--- config.mk ---
export PLATFORM = sky130hd
export DESIGN_NAME = board_row_streamer
export DESIGN_NICKNAME = d
export VERILOG_FILES = /design/src/rtl/board_row_streamer.sv
export SDC_FILE = /design/constraint.sdc
export NUM_CORES = 1
export LEC_CHECK = 0
export CAP_MARGIN = 20
export CORE_ASPECT_RATIO = 0.9
export CORE_UTILIZATION = 40
export CTS_BUF_LIST = sky130_fd_sc_hd__clkbuf_4
export CTS_CLUSTER_DIAMETER = 100
export DETAILED_ROUTE_END_ITERATION = 16
export GPL_TIMING_DRIVEN = 0
export PLACE_DENSITY = 0.59
export SYNTH_ARGS = -nofsm -noshare
export SYNTH_HDL_FRONTEND = slang
export SYNTH_SLANG_ARGS = --single-unit
--- constraint.sdc ---
create_clock -name clk -period 3 [get_ports clk]
set_input_delay 0.9 -clock clk [delete_from_list [all_inputs] [get_ports clk]]
set_output_delay 0.9 -clock clk [all_outputs]
set_load 0.1 [all_outputs]
--- src/rtl/board_row_streamer.sv ---
// rtl/board_row_streamer.sv - snapshots a Game of Life board per generation and streams it row by row
// Per-frame population, extinction and still-life flags are latched at capture.
module board_row_streamer #(
  parameter  int ROW = 6,
  parameter  int COL = 6,
  localparam int RW  = $clog2(ROW),
  localparam int PW  = $clog2(ROW*COL+1)
) (
  input  logic                 clk,
  input  logic                 rst_n,
  input  logic [ROW*COL-1:0]   game_board,
  input  logic                 gen_tick,
  output logic [COL-1:0]       row_data,
  output logic [RW-1:0]        row_idx,
  output logic                 row_valid,
  input  logic                 row_ready,
  output logic                 row_last,
  output logic                 busy,
  output logic [PW-1:0]        frame_pop,
  output logic                 frame_extinct,
  output logic                 frame_stable,
  output logic [15:0]          gen_count,
  output logic [7:0]           drop_count
);

  localparam logic IDLE   = 1'b0;
  localparam logic STREAM = 1'b1;

  localparam logic [RW-1:0] LAST_ROW = RW'(ROW-1);

  logic                 state;
  logic [ROW*COL-1:0]   snap;
  logic [ROW*COL-1:0]   prev;
  logic                 prev_valid;
  logic [PW-1:0]        pop;
  logic                 accept;

  assign row_valid = (state == STREAM);
  assign busy      = row_valid;
  assign row_last  = row_valid && (row_idx == LAST_ROW);
  assign accept    = row_valid && row_ready;

  always_comb begin
    pop = '0;
    for (int i = 0; i < ROW*COL; i++) begin
      pop = pop + PW'(game_board[i]);
    end
  end

  // Row payload comes straight from the snapshot, so it is stable whenever row_idx is.
  always_comb begin
    row_data = '0;
    for (int r = 0; r < ROW; r++) begin
      if (row_idx == RW'(r)) begin
        row_data = snap[r*COL +: COL];
      end
    end
  end

  always_ff @(posedge clk or negedge rst_n) begin
    if (!rst_n) begin
      state         <= IDLE;
      snap          <= '0;
      prev          <= '0;
      prev_valid    <= 1'b0;
      row_idx       <= '0;
      frame_pop     <= '0;
      frame_extinct <= 1'b0;
      frame_stable  <= 1'b0;
      gen_count     <= '0;
    end else begin
      case (state)
        IDLE: begin
          if (gen_tick) begin
            snap          <= game_board;
            frame_pop     <= pop;
            frame_extinct <= (pop == '0);
            frame_stable  <= prev_valid && (game_board == prev);
            gen_count     <= gen_count + 16'd1;
            row_idx       <= '0;
            state         <= STREAM;
          end
        end
        STREAM: begin
          if (accept) begin
            if (row_idx == LAST_ROW) begin
              row_idx    <= '0;
              prev       <= snap;
              prev_valid <= 1'b1;
              state      <= IDLE;
            end else begin
              row_idx <= row_idx + RW'(1);
            end
          end
        end
        default: state <= IDLE;
      endcase
    end
  end

  // Any generation arriving while a frame is still going out is lost, including on the last beat.
  always_ff @(posedge clk or negedge rst_n) begin
    if (!rst_n) begin
      drop_count <= '0;
    end else if (state == STREAM && gen_tick && drop_count != 8'hFF) begin
      drop_count <= drop_count + 8'd1;
    end
  end

endmodule
==> results by group <==
Timing
  • Setup TNS: -13.42 ns
  • Fin crit period: about 5 ns
  • Slew Viols, Final: 0
  • RSZ-0062 raised after global routing: yes
  • Max_slew headroom: 35.15%
  • FMAX: 0.2055 GHz
  • Hold Fails Final Rpt: 0
  • Fin crit share: 162.2%
  • PnR worst setup slack: -1.866 ns
  • Clk_skew: roughly 0.035 ns
  • Worst slew pin tran: 0.9712 ns
  • Final setup violation count: 13

CTS
  • CTS buffer count: 9
  • Hold Buf Count CTS: 0
  • CTS tree: yes
  • H-Tree Depth: 3
  • Clk sink count: 109
  • Clk root buf: clkbuf_4
  • Clk_lat worst skew: 0.51 ns
  • Clock Tree Buf Depth: 2
  • Clock slew seen by the registers of the worst setup and hold paths: 0.20 ns

Yosys
  • Part of the Yosys area used for sequential elements: between 40% and 50%
  • Synth cell types: 46
  • Count leader, synth: dfrtp_1
  • Number of flops mapped to enable cells by yosys: 0
  • Synth Flop Type: dfrtp_1
  • Most common library cells after synthesis: dfrtp_1, nand2_1, inv_1
  • Syn_nets: 627
  • Ys async rst share: 100.0%
  • Syn avg cell area: 10.83 um^2
  • Post-Synthesis Cells: 548
  • Top post-synthesis cells by area: dfrtp_1, fa_1, xor2_1
  • Yosys Warn Count: 0
  • Cell area after synthesis: 0.005936 mm^2
  • Register bit total from synthesis: 109
  • Synth top area share: 45.95%
  • Area leader, netlist: dfrtp_1

Placement
  • # port buffers: 83
  • Final Wtd Congestion: about 0.9
  • DPL Wire Length: ~11 mm

Finish
  • # nets final: around 730
  • Util after Layout: a little over half
  • Layout cells sized above 1: 26.06%
  • Area grow syn2layout: 27.97%
  • Ant diodes: 0

GRT
  • Tot GR Track Use: 21.48%
  • Largest net degree at the start of global routing: 61
  • Global-route wire length before repair: 24.41 mm
  • Total gr overflow: 0
  • Number of global-route vias before repair: roughly 4,500
  • Initial antenna violation count: 0

Routing
  • Via density: a little under 5
  • Drt total wl: 15.14 mm
  • DRT Pass-1 Iters: 4
  • DRT iter0 DRCs: ~280
  • Residual DRC count: 0
  • WL per Instance: 17.75 um
  • Antenna-violating nets left: 0
  • Via count: 4,243

Worst setup path
  • Worst path max stage delay: 0.55 ns
  • Critical Path RT: 3.41 ns
  • Worst Setup SP: game_board[13]
  • Critical path's slowest cell: fa_2
  • Critical path endpoint category: flop
  • Critical Path AT: 5.27 ns
  • Bufs and invs on worst path: 7
  • CP max FO: 2
  • CP cell instances: buf_8 -> inv_4 -> fa_1 -> inv_2 -> fa_2 -> inv_2 -> fa_2 -> fa_1 -> fa_2 -> fa_2 -> inv_2 -> ha_4 -> inv_2 -> fa_2 -> inv_2 -> a21o_1 -> a21oi_2 -> xnor2_2 -> a41o_1
  • CP Launch Type: primary input
  • Reg-to-Reg Start: busy
  • Worst Setup Path Type: primary input to flop
  • Top delay family on crit path: adder cells

Floorplan
  • Std-Cell Core Area: 0.01426 mm^2
  • Chip width: 130.4 um
  • Die area: 0.01533 mm^2
  • Row cnt: 41
  • Initial Utilization: 41.62%
  • IO Pins: 84
  • Die Ht: between 100 and 150 um

Run
  • Max-cap check violation count: 0

Min path
  • Min-Delay Path Class: primary input to async pin

Status
  • Failing checks: negative setup slack
  • Status: complete, but fails checks
==> repair_timing <==
action                     in CTS  in global routing
pin swaps                      36                 34
setup endpoints to repair      37                 21
setup buffers                  10                  5
cloned                          0                  1
resized for setup             188                 66
==> path summary, 6_finish.rpt <==
kind | to | slack, ns | depth (start not counted)
worst max register to register | snap[25] | 0.64 | 6
worst min-delay path | drop_count[2] | 0.40 | 1
worst min register to register | gen_count[13] | 0.49 | 1
max in group asynchronous | frame_pop[1] | 1.83 | 2
worst max-delay path | frame_extinct | -1.87 | 19
min in group clk | gen_count[13] | 0.49 | 1
==> through the flow <==
step	area (um^2)	setup slack, ns	cells	hold slack, ns
6_report	7596	-1.866	853	0.3965
4_1_cts	7401	-2.011	850	0.4021
2_1_floorplan	6015	-2.143	548	0.4392
5_1_grt	7596	-2.003	853	0.4251
3_5_place_dp	7112	-2.962	825	0.4734
3_3_place_gp	7087	-3.972	824	0.4516
==> cell type report <==
type                    count  area (um^2)
plain buffers              19        153.9
clock buffers               9        67.56
clock inverters             7        60.06
fillers                  1318         6665
inverters                  61        239.0
multi-input cells         358         3080
flip-flops and latches    109         2734
well taps                 193        241.5
repair buffers             97         1020
==> cell usage in the layout (no fill, tap or decap), types with 3 or more instances in the layout <==
cell and n:
nor2_4 7, nor2_1 10, mux2_4 16, buf_4 12, ha_1 9, nor4_1 8
mux2_2 19, clkbuf_4 9, fa_1 17, fa_2 11, clkbuf_1 6, dfrtp_1 106
dlymetal6s2s_1 7, o21ai_0 29, nand2b_1 7, clkdlybuf4s50_1 27, o21ai_1 6, dlygate4sd2_1 23
nand4_1 8, inv_2 23, mux2_1 8, xnor2_1 16, inv_1 36, o211ai_1 6
xor2_1 43, buf_2 11, a2bb2oi_2 4, a31oi_2 3, buf_8 6, buf_1 3
nand3_1 11, buf_12 9, clkinvlp_4 3, buf_6 9, nand2_1 80
==> metal layers <==
layer,routed length [um],vias up,global-route usage (%)
met5,0,-,0
met4,142,0,5.532
met3,653,8,3.091
met2,7049,88,32.78
met1,7291,2150,31.89
li1,-,1997,-
==> state kept, by name, indices dropped and copies added (netlist names) <==
name	count
prev_valid	1
prev	36
frame_pop	6
gen_count	16
frame_extinct	1
row_idx	3
snap	36
frame_stable	1
busy	1
drop_count	8
==> cell families after synthesis <==
group | Yosys count | synth area share (%)
flip-flops | 109 | 45.95
XOR/XNOR | 61 | 9.001
AO/OA/AOI/OAI | 65 | 6.767
adder cells (fa/ha/maj) | 39 | 11.76
multiplexers | 43 | 8.790
buffers and inverters | 81 | 6.134
AND/OR/NAND/NOR | 150 | 11.59
Power is not shown: default switching activity piles up to over one toggle a cycle in this logic, so the estimate is an artifact.
